## src/rtl/div_iter.sv

```systemverilog
//------------------------------------------------------------------------------
// Module   : div_iter
// Purpose  : Iterative radix-2 restoring divider for RV64M/RV32M DIV/REM ops
//            (incl. W forms) with valid/ready issue/writeback and tag passthru.
// Revision : 1.0 - initial release
//------------------------------------------------------------------------------
`default_nettype none

module div_iter #(
    parameter int XLEN      = 64,
    parameter int SUPPORT_W = 1,
    parameter int TAG_WIDTH = 4
) (
    input  logic                 CLK,
    input  logic                 RST,
    input  logic                 issue_valid,
    output logic                 issue_ready,
    input  logic [3:0]           issue_op,
    input  logic [XLEN-1:0]      issue_A,
    input  logic [XLEN-1:0]      issue_B,
    input  logic [TAG_WIDTH-1:0] issue_tag,
    input  logic                 kill,
    output logic                 wb_valid,
    input  logic                 wb_ready,
    output logic [XLEN-1:0]      wb_data,
    output logic [TAG_WIDTH-1:0] wb_tag
);

    localparam bit              c_W_EN  = (XLEN == 64) && (SUPPORT_W != 0);
    localparam int              c_CW    = $clog2(XLEN);
    localparam logic [XLEN-1:0] c_MIN_X = XLEN'(1) << (XLEN - 1);
    localparam logic [XLEN-1:0] c_MIN_W = ~(XLEN'(32'h7FFF_FFFF));

    typedef enum logic [1:0] {
        IDLE = 2'd0,
        ITER = 2'd1,
        FIX  = 2'd2,
        DONE = 2'd3
    } state_t;

    state_t                 r_state_q, w_state_d;
    logic [c_CW-1:0]        r_cnt_q, w_cnt_d;
    logic [XLEN-1:0]        r_rem_q, w_rem_d;
    logic [XLEN-1:0]        r_quo_q, w_quo_d;
    logic [XLEN-1:0]        r_dvs_q, w_dvs_d;
    logic                   r_qneg_q, w_qneg_d;
    logic                   r_rneg_q, w_rneg_d;
    logic                   r_is_rem_q, w_is_rem_d;
    logic                   r_is_w_q, w_is_w_d;
    logic                   r_wb_valid_q, w_wb_valid_d;
    logic [XLEN-1:0]        r_wb_data_q, w_wb_data_d;
    logic [TAG_WIDTH-1:0]   r_wb_tag_q, w_wb_tag_d;

    logic                   w_accept, w_is_w, w_uns, w_rem, w_div_fam;
    logic [XLEN-1:0]        w_a_sx, w_a_zx, w_b_sx, w_b_zx;
    logic [XLEN-1:0]        w_a, w_b, w_a_mag, w_b_mag;
    logic                   w_sa, w_sb, w_dz, w_ovf;
    logic [XLEN-1:0]        w_special;
    logic [XLEN:0]          w_rem_sh, w_diff;
    logic                   w_qbit;
    logic [XLEN-1:0]        w_fix_sel, w_fix_val, w_fix_sx;
    logic                   w_fix_neg;

    assign issue_ready = (r_state_q == IDLE) & ~kill & ~RST;
    assign w_accept    = issue_valid & issue_ready;

    assign w_is_w    = issue_op[3] & c_W_EN;
    assign w_div_fam = issue_op[2];
    assign w_rem     = issue_op[1];
    assign w_uns     = issue_op[0];

    // 32-bit extension is only meaningful on a 64-bit datapath.
    generate
        if (XLEN > 32) begin : g_wide
            assign w_a_sx   = {{(XLEN-32){issue_A[31]}}, issue_A[31:0]};
            assign w_a_zx   = {{(XLEN-32){1'b0}},        issue_A[31:0]};
            assign w_b_sx   = {{(XLEN-32){issue_B[31]}}, issue_B[31:0]};
            assign w_b_zx   = {{(XLEN-32){1'b0}},        issue_B[31:0]};
            assign w_fix_sx = {{(XLEN-32){w_fix_val[31]}}, w_fix_val[31:0]};
        end else begin : g_narrow
            assign w_a_sx   = issue_A;
            assign w_a_zx   = issue_A;
            assign w_b_sx   = issue_B;
            assign w_b_zx   = issue_B;
            assign w_fix_sx = w_fix_val;
        end
    endgenerate

    assign w_a     = w_is_w ? (w_uns ? w_a_zx : w_a_sx) : issue_A;
    assign w_b     = w_is_w ? (w_uns ? w_b_zx : w_b_sx) : issue_B;
    assign w_sa    = ~w_uns & w_a[XLEN-1];
    assign w_sb    = ~w_uns & w_b[XLEN-1];
    assign w_a_mag = w_sa ? (~w_a + XLEN'(1)) : w_a;
    assign w_b_mag = w_sb ? (~w_b + XLEN'(1)) : w_b;
    assign w_dz    = (w_b == '0);
    assign w_ovf   = ~w_uns & (w_a == (w_is_w ? c_MIN_W : c_MIN_X)) & (&w_b);

    // Results that bypass the iteration; W remainder-by-zero is A[31:0] sign-extended.
    always_comb begin
        w_special = '0;
        if (w_div_fam) begin
            if (w_dz)
                w_special = w_rem ? (w_is_w ? w_a_sx : issue_A) : '1;
            else if (w_ovf)
                w_special = w_rem ? '0 : w_a;
        end
    end

    // One restoring step: the dividend streams out of the top of r_quo_q.
    assign w_rem_sh = {r_rem_q, r_quo_q[XLEN-1]};
    assign w_diff   = w_rem_sh - {1'b0, r_dvs_q};
    assign w_qbit   = ~w_diff[XLEN];

    assign w_fix_sel = r_is_rem_q ? r_rem_q : r_quo_q;
    assign w_fix_neg = r_is_rem_q ? r_rneg_q : r_qneg_q;
    assign w_fix_val = w_fix_neg ? (~w_fix_sel + XLEN'(1)) : w_fix_sel;

    always_comb begin
        w_state_d    = r_state_q;
        w_cnt_d      = r_cnt_q;
        w_rem_d      = r_rem_q;
        w_quo_d      = r_quo_q;
        w_dvs_d      = r_dvs_q;
        w_qneg_d     = r_qneg_q;
        w_rneg_d     = r_rneg_q;
        w_is_rem_d   = r_is_rem_q;
        w_is_w_d     = r_is_w_q;
        w_wb_valid_d = r_wb_valid_q;
        w_wb_data_d  = r_wb_data_q;
        w_wb_tag_d   = r_wb_tag_q;

        case (r_state_q)
            IDLE: begin
                if (w_accept) begin
                    w_wb_tag_d = issue_tag;
                    w_is_rem_d = w_rem;
                    w_is_w_d   = w_is_w;
                    if (!w_div_fam || w_dz || w_ovf) begin
                        w_wb_data_d  = w_special;
                        w_wb_valid_d = 1'b1;
                        w_state_d    = DONE;
                    end else begin
                        w_dvs_d   = w_b_mag;
                        w_quo_d   = w_is_w ? (w_a_mag << (XLEN - 32)) : w_a_mag;
                        w_rem_d   = '0;
                        w_qneg_d  = w_sa ^ w_sb;
                        w_rneg_d  = w_sa;
                        w_cnt_d   = w_is_w ? c_CW'(31) : c_CW'(XLEN - 1);
                        w_state_d = ITER;
                    end
                end
            end
            ITER: begin
                w_rem_d = w_qbit ? w_diff[XLEN-1:0] : w_rem_sh[XLEN-1:0];
                w_quo_d = {r_quo_q[XLEN-2:0], w_qbit};
                if (r_cnt_q == '0) begin
                    w_state_d = FIX;
                end else begin
                    w_cnt_d = r_cnt_q - c_CW'(1);
                end
            end
            FIX: begin
                w_wb_data_d  = r_is_w_q ? w_fix_sx : w_fix_val;
                w_wb_valid_d = 1'b1;
                w_state_d    = DONE;
            end
            DONE: begin
                if (wb_ready) begin
                    w_wb_valid_d = 1'b0;
                    w_state_d    = IDLE;
                end
            end
            default: w_state_d = IDLE;
        endcase

        if (kill) begin
            w_state_d    = IDLE;
            w_wb_valid_d = 1'b0;
        end
    end

    always_ff @(posedge CLK) begin
        if (RST) begin
            r_state_q    <= IDLE;
            r_cnt_q      <= '0;
            r_rem_q      <= '0;
            r_quo_q      <= '0;
            r_dvs_q      <= '0;
            r_qneg_q     <= 1'b0;
            r_rneg_q     <= 1'b0;
            r_is_rem_q   <= 1'b0;
            r_is_w_q     <= 1'b0;
            r_wb_valid_q <= 1'b0;
            r_wb_data_q  <= '0;
            r_wb_tag_q   <= '0;
        end else begin
            r_state_q    <= w_state_d;
            r_cnt_q      <= w_cnt_d;
            r_rem_q      <= w_rem_d;
            r_quo_q      <= w_quo_d;
            r_dvs_q      <= w_dvs_d;
            r_qneg_q     <= w_qneg_d;
            r_rneg_q     <= w_rneg_d;
            r_is_rem_q   <= w_is_rem_d;
            r_is_w_q     <= w_is_w_d;
            r_wb_valid_q <= w_wb_valid_d;
            r_wb_data_q  <= w_wb_data_d;
            r_wb_tag_q   <= w_wb_tag_d;
        end
    end

    assign wb_valid = r_wb_valid_q;
    assign wb_data  = r_wb_data_q;
    assign wb_tag   = r_wb_tag_q;

endmodule

`default_nettype wire

```

## config.mk

```make
export PLATFORM = sky130hd
export DESIGN_NAME = div_iter
export DESIGN_NICKNAME = d
export VERILOG_FILES = /design/src/rtl/div_iter.sv
export SDC_FILE = /design/constraint.sdc
export NUM_CORES = 1
export LEC_CHECK = 0
export BUFFER_PORTS_ARGS = -buffer_cell sky130_fd_sc_hd__buf_2
export CAP_MARGIN = 40
export CORE_UTILIZATION = 50
export DETAILED_ROUTE_END_ITERATION = 10
export GPL_ROUTABILITY_DRIVEN = 0
export PLACE_DENSITY_LB_ADDON = 0.05
export SLEW_MARGIN = 0
export SYNTH_ARGS = -nofsm -noshare
export SYNTH_HDL_FRONTEND = slang
export SYNTH_SLANG_ARGS = --single-unit
```

## constraint.sdc

```tcl
create_clock -name CLK -period 5.5 [get_ports CLK]
set_input_delay 0.55 -clock CLK [delete_from_list [all_inputs] [get_ports CLK]]
set_output_delay 0.55 -clock CLK [all_outputs]
set_load 0.01 [all_outputs]
```

### Word-level counts from Yosys, hierarchy flattened

Cells that the tools add are included.

| word-level totals | value |
|---|---|
| bits in registers | 273 |
| input port bits | 141 |

| operators by class | value |
|---|---|
| add/sub/neg operators | 5 |
| eq/ne operators | 10 |
| mux-type cells | 42 |
| bitwise gates (word level) | 16 |
| reductions and logical operators | 18 |

Operators by type and width:

| cell | number |
|---|---|
| two-way mux 64 bit | 23 |
| one-hot mux 64 bit (2 select lines) | 3 |
| adder 64 x 1 -> 64 bit, second input constant | 3 |
| inverter 64 bit | 3 |
| subtractor 65 x 64 -> 65 bit | 1 |
| == test 64 bit | 1 |
| logical NOT 64 bit | 1 |
| AND reduction 64 bit | 1 |
| two-way mux 63 bit | 1 |
| two-way mux 6 bit | 4 |
| one-hot mux 6 bit (2 select lines) | 1 |
| AND reduction 3 bit | 4 |
| != test 2 bit, second input constant | 5 |
| two-way mux 2 bit | 4 |
| one-hot mux 2 bit (4 select lines) | 1 |
| AND reduction 4 bit | 2 |
| AND 1 bit | 7 |
| logical NOT 6 bit | 1 |
| subtractor 6 x 1 -> 6 bit, second input constant | 1 |
| inverter 1 bit | 5 |
| == test 2 bit, second input constant | 2 |
| two-way mux 1 bit | 4 |
| nonzero test 2 bit | 2 |
| one-hot mux 1 bit (3 select lines) | 1 |
| other kinds (9) | 10 |

### Logic depth before layout (Yosys ltp)

Gate-level depths: netlist of run 1.

| depth | value |
|---|---|
| word-level depth | 11 |
| depth in mapped cells | 21 |
| mapped depth without buffers | 14 |

### Worst setup path after synthesis of run 1

OpenSTA, ideal clock, no wires.

| path | value |
|---|---|
| path kind | register to register |
| start point | reg r_is_rem_q |
| end point | reg r_wb_data_q[48], in the netlist wb_data[48] |
| library setup time | 65 ps |
| arrival time | 4,714 ps |
| setup slack | 721 ps |
| cell stages (with the launch flop) | 22 |
| period minus slack after synthesis | 4,779 ps |
| path through | dfxtp_1 buf_4 buf_2 buf_4 buf_4 buf_2 buf_4 buf_2 buf_2 buf_2 buf_2 mux2i_1 ha_1 o21ai_0 nor4_2 nand3_1 o41ai_1 o21ai_0 xor2_1 o2111ai_1 o21ai_1 nor2_1 |

| on the way | value |
|---|---|
| word-level cells in the longest chain between the ends | 6 |
| elaborated cells between the ends (all ways) | 7 |
| those cells by class | 1 x add/sub; 5 x mux; 1 x bitwise |

RTL lines:

| what | line | text |
|---|---|---|
| start, declared | 48 | `logic r_is_rem_q, w_is_rem_d;` |
| start signal, assigned | 204 | `r_is_rem_q <= w_is_rem_d;` |
| two-way mux 64 bit | 114 | `assign w_fix_sel = r_is_rem_q ? r_rem_q : r_quo_q;` |
| inverter 64 bit | 116 | `assign w_fix_val = w_fix_neg ? (~w_fix_sel + XLEN'(1)) : w_fix_sel;` |
| adder 64 x 1 -> 64 bit | 116 |  |
| two-way mux 64 bit * | 116 |  |
| two-way mux 64 bit * | 163 | `w_wb_data_d = r_is_w_q ? w_fix_sx : w_fix_val;` |
| one-hot mux 64 bit (2 select lines) * | 132 | `case (r_state_q)` |
| end signal, assigned | 207 | `r_wb_data_q <= w_wb_data_d;` |
| end, declared | 51 | `logic [XLEN-1:0] r_wb_data_q, w_wb_data_d;` |

Mark *: on every way between the ends. The rest lies on a longest branch, timed or not.
A chain may end at the register's enable or synchronous reset.

### Worst setup path in the final report of run 1

| path | value |
|---|---|
| start point | reg r_is_rem_q |
| end point | reg r_wb_data_q[62], in the netlist wb_data[62] |

Same word-level chain as after synthesis.

==> results.json, run 1 <==
{
  "outcome": "finished clean",
  "cts_buffer_depth": 3,
  "htree_levels": 2,
  "end_kind": "register",
  "grt.overflow.total": 0,
  "crit_start": "r_is_rem_q",
  "die_area_sq_mm": 0.0449,
  "cts_tree": "done",
  "p_int_uw": 4030,
  "ctsResizeCount": 0,
  "synthTopCellsByArea": "dfxtp_1, nor2_1, o21ai_0, a21oi_1, xnor2_1",
  "vdd_drop_max_mv": 0.168,
  "drt_pass1_iterations": 7,
  "cellLeakagePower_uw": 0.00921,
  "pwr-share-clk_pct": 38.6,
  "clock_sink_count": 273,
  "synth_ff_type": "dfxtp_1",
  "cts_buffers": 34,
  "hold_class": "input port to register",
  "vias_per_cell": 6.34,
  "finalHoldViolations": 0,
  "fin_skew_ps": 14.0,
  "r2r-start": "r_is_rem_q",
  "period_share_pct": 79.8,
  "fp.dieH_microns": 212,
  "synthCells": 3033,
  "cap_viol_max_count": 0,
  "worstSkewPairLatency_ps": 560,
  "worstSetupPathType": "register to register",
  "ctsHoldBuffers": 0,
  "pwr-share-comb_pct": 26.8,
  "fin_setup_tns_ps": 0,
  "grt_pass1_vias": 21300,
  "crit_path_max_fanout": 41,
  "worstHoldStart": "issue_tag[2]",
  "synth_most_common_cell": "nor2_1",
  "hpwl_microns": 62400,
  "post_drt_wl_per_cell_microns": 21.9,
  "drc": 0,
  "busiest_layer": "met2",
  "arrival_ps": 4820,
  "ios": 211,
  "finalNetCount": 3337,
  "areaGrowthSynthToFinish_pct": 11.4,
  "route.vias.total": 23700,
  "cts.clk_slew.worst_paths_ps": 60,
  "ys_types": 91,
  "drt_wl_total_microns": 81500,
  "grt_antenna_before_repair": 2,
  "use_met1_pct": 51.2,
  "ant_nets": 0,
  "grt_start_max_net_pins": 84,
  "synth_warnings": 0,
  "chipWidth_microns": 212,
  "cts_setup_buffers": 0,
  "drtIter0Drc": 2673,
  "ys_ff_latch": 273,
  "ys_seq_area_share_pct": 24.8,
  "synth_top_area_cell": "dfxtp_1",
  "hold_ws_ps": 238,
  "timing.fmax_mhz": 228,
  "relSlewSlack_pct": 36.7,
  "diodes": 0,
  "grt_pass1_wl_microns": 125000,
  "async_reset_ff_share_pct": 0,
  "track_usage_pct": 35.9,
  "fp-row-count": 76,
  "drive_above_1_share_pct": 11.6,
  "syn_area_per_cell_sq_um": 7.27,
  "met3_usage_pct": 5.76,
  "p_sw_uw": 2000,
  "swShare_pct": 33.2,
  "seqPwrFrac_pct": 34.7,
  "finalCriticalPeriod_ps": 4390,
  "synth.top_cells.by_count": "nor2_1, dfxtp_1, nand2_1",
  "synth_top_area_share_pct": 24.8,
  "maxSlewViolCount": 0,
  "setup_violations": 0,
  "rsz0062_at_grt": "no",
  "required_ps": 5930,
  "initial_core_util_pct": 50.9,
  "coreArea_sq_mm": 0.0433,
  "synth_edf_count": 0,
  "crit_path_start_kind": "register",
  "worst_slew_pin_slew_ps": 947,
  "syn_nets": 3250,
  "power.density_mw_per_mm2": 246,
  "root_buffer": "clkbuf_16",
  "io_buffers": 210,
  "synth.cell_area_sq_mm": 0.0220,
  "use_met2_pct": 53.7
}
layout by cell type (no fill, tap or decap), types with 87 or more instances in the layout:
| master | instances |
|---|---|
| nor2_1 | 358 |
| dfxtp_1 | 272 |
| nand2_1 | 269 |
| o21ai_0 | 259 |
| a21oi_1 | 251 |
| buf_2 | 208 |
| nor3_1 | 148 |
| xnor2_1 | 137 |
| inv_1 | 113 |
| mux2i_1 | 113 |
| xor2_1 | 90 |
| a211oi_1 | 87 |
metrics by stage:
step	total power [uW]	cell area [sq um]	util [%]	worst slack [ps]	std cells
after floorplan	3190	22000	-	721	3033
after global placement	3680	23400	54.0	1040	3666
after detailed placement	3700	23400	54.1	937	3669
after CTS	6010	24600	56.8	1140	3728
after global routing	6260	24600	56.8	836	3728
final	6030	24600	56.8	1110	3728
layer usage:
metal / vias to the layer above / wire, microns
met2: 1176 / 34300
met3: 161 / 8090
li1: 11200 / -
met4: 4 / 3000
met1: 11100 / 36200
met5: - / 23
cell families (layout without fill, tap and decap cells):
family	Yosys count	after routing	share of synthesized area (%)
xor+xnor	227	227	9.02
fa+ha+maj	76	76	4.35
buf+inv	321	431	5.98
mux	120	120	5.48
compound gates	961	961	27.7
flops	273	273	24.8
simple gates	1055	1055	22.7
worst paths after layout:
path	slack (ps)	to	cells past startpoint
worst max-delay path	1110	wb_data[62]	11
worst min-delay path	240	wb_tag[2]	3
worst max register to register	1110	wb_data[62]	11
worst min register to register	450	wb_tag[2]	2
layout make-up:
class / count / area [sq um]
Tap cell: 585 / 732
Inverter: 114 / 428
Clock buffer: 51 / 1040
Clock inverter: 8 / 97.6
Multi-Input combinational cell: 2439 / 15300
Sequential cell: 273 / 5470
Fill cell: 4152 / 18700
Timing Repair Buffer: 258 / 1500
sequential cells by signal, indices dropped and copies added (netlist names):
name        count
r_is_w_q        1
r_rem_q        64
wb_valid        1
r_state_q       2
r_is_rem_q      1
r_qneg_q        1
wb_tag          4
r_quo_q        64
wb_data        64
r_rneg_q        1
r_cnt_q         6
r_dvs_q        64
power by group through the flow:
stage | clock network [uW] | registers, uW | logic [uW]
3_5_place_dp | 0 | 2130 | 1570
4_1_cts | 2350 | 2090 | 1570
6_report | 2330 | 2090 | 1620
2_1_floorplan | 0 | 2130 | 1060
3_3_place_gp | 0 | 2130 | 1550
5_1_grt | 2420 | 2100 | 1740
worst max-delay path, cell delays in order (launching register included):
cell	delay [ps]
dfxtp_4	680
mux2i_1	520
ha_1	260
o21ai_0	260
nor4_2	540
nand4_1	400
or4_1	620
nor3_1	340
a21oi_1	140
xnor2_1	150
a211oi_1	270
nor3_1	80
(Power assumes the default switching activity.)
==> run 2, diff against run 1 <==
==> constraint.sdc (replaced) <==
create_clock -name CLK -period 4.4 [get_ports CLK]
set_input_delay 0.44 -clock CLK [delete_from_list [all_inputs] [get_ports CLK]]
set_output_delay 0.44 -clock CLK [all_outputs]
set_load 0.01 [all_outputs]
==> results.json, run 2 (synthesis results as in run 1) <==
{
  "finalNetCount": 3382,
  "hold_class": "input port to register",
  "multiInputGateArea_sq_mm": 0.0153,
  "rr_worst_depth": 10,
  "grt_pass1_vias": 21700,
  "clock_sink_count": 273,
  "fin_setup_tns_ps": 0,
  "finalCriticalPeriod_ps": 3980,
  "fin_skew_ps": 29.8,
  "crit_path_start_kind": "register",
  "final_cell_mix": "nor2_1, dfxtp_1, nand2_1, o21ai_0, a21oi_1",
  "r2r_setup_slack_ps": 420,
  "worst_slew_pin_slew_ps": 971,
  "required_ps": 4830,
  "outcome": "finished clean",
  "io_buffers": 210,
  "htree_levels": 2,
  "endpoint": "wb_data[63]",
  "post_drt_wl_per_cell_microns": 21.9,
  "fin_ws_ps": 419,
  "ant_nets": 0,
  "drive_above_1_share_pct": 13.0,
  "cap_viol_max_count": 0,
  "vdd_drop_max_mv": 0.244,
  "cts.clk_slew.worst_paths_ps": 60,
  "power.density_mw_per_mm2": 308,
  "regArea_sq_mm": 0.00547,
  "drtIter0Drc": 2697,
  "cts_buffers": 35,
  "root_buffer": "clkbuf_16",
  "grt_pass1_wl_microns": 126000,
  "mostFrequentLayoutCell": "nor2_1",
  "grt_start_max_net_pins": 174,
  "arrival_ps": 4410,
  "initial_core_util_pct": 50.9,
  "worstSkewPairLatency_ps": 560,
  "nFillCells": 4182,
  "ctsResizeCount": 0,
  "areaGrowthSynthToFinish_pct": 13.5,
  "grt_antenna_before_repair": 1,
  "fp.dieH_microns": 212,
  "route.vias.total": 24100,
  "drt_wl_total_microns": 82700,
  "grt.overflow.total": 0,
  "drc": 0,
  "period_share_pct": 90.5,
  "hpwl_microns": 63400,
  "vias_per_cell": 6.39,
  "finalHoldViolations": 0,
  "diodes": 0,
  "drt_pass1_iterations": 8,
  "end_kind": "register",
  "worstSetupPathType": "register to register",
  "crit_path_max_fanout": 34,
  "die_area_sq_mm": 0.0449,
  "place_ws_ps": 483,
  "track_usage_pct": 35.9,
  "cts_tree": "done",
  "coreArea_sq_mm": 0.0433,
  "cts_setup_buffers": 0,
  "setup_violations": 0,
  "hold_ws_ps": 126,
  "worstHoldStart": "kill",
  "chipWidth_microns": 212,
  "r2r-start": "r_is_rem_q",
  "fp-row-count": 76,
  "relSlewSlack_pct": 35.1,
  "cellLeakagePower_uw": 0.00947,
  "rsz0062_at_grt": "no",
  "maxSlewViolCount": 0,
  "cts_buffer_depth": 3,
  "r2r_end": "wb_data[63]",
  "crit_start": "r_is_rem_q",
  "ctsHoldBuffers": 0,
  "timing.fmax_mhz": 251,
  "ios": 211
}
[run 2: cell count changes in the layout (fill, tap and decap cells not counted), sizes merged]
cell,before,now
bufinv,2,5
buf,258,302
clkbuf,51,47
clkinvlp,0,3
[run 2: final cells by class]
cell class | count | share of cell area (%)
timing repair buffer | 302 | 7.56
multi-input combinational | 2439 | 61.2
clock inverter | 14 | 0.855
clock buffer | 47 | 3.88
tap | 585 | 2.93
sequential | 273 | 21.9
inverter | 114 | 1.71
[run 2: worst min path at each step]
stage	cells past startpoint	slack, ps	to
final	2	130	r_state_q[1]
after global routing	2	140	wb_valid
after CTS	2	100	wb_valid
after detailed placement	2	450	wb_tag[3]
after global placement	2	440	wb_tag[1]
after floorplan	2	430	r_dvs_q[32]
[run 2: metrics by stage]
| stage | utilization (%) | total power (uW) | cells | instance area [sq um] |
|---|---|---|---|---|
| after CTS | 57.8 | 7670 | 3774 | 25000 |
| final | 57.8 | 7700 | 3774 | 25000 |
| after floorplan | - | 3990 | 3033 | 22100 |
| after global placement | 55.0 | 4640 | 3710 | 23800 |
| after detailed placement | 55.1 | 4670 | 3713 | 23800 |
| after global routing | 57.8 | 7980 | 3774 | 25000 |
[run 2: critical path, stage by stage (launching register included)]
cell and delay, ps:
dfxtp_4 620, nor3b_1 360, o22ai_1 260, nor4_4 590, nand3_2 210, or4b_1 720, nor4_2 350, a21oi_1 130
xnor2_1 160, a211oi_1 360, nor3_1 80
[run 2: layer usage]
metal | wire length [microns] | vias to the layer above | GRT usage (%)
met2 | 35000 | 1323 | 54.3
met3 | 8530 | 195 | 5.86
li1 | - | 11300 | -
met5 | 12 | - | 0
met1 | 35600 | 11300 | 50.2
met4 | 3530 | 2 | 15.1
[run 2: power by group]
group	internal (uW)	total, uW	switching, uW
combinational	782	2070	1290
clock	1840	3010	1170
sequential	2550	2610	65.2
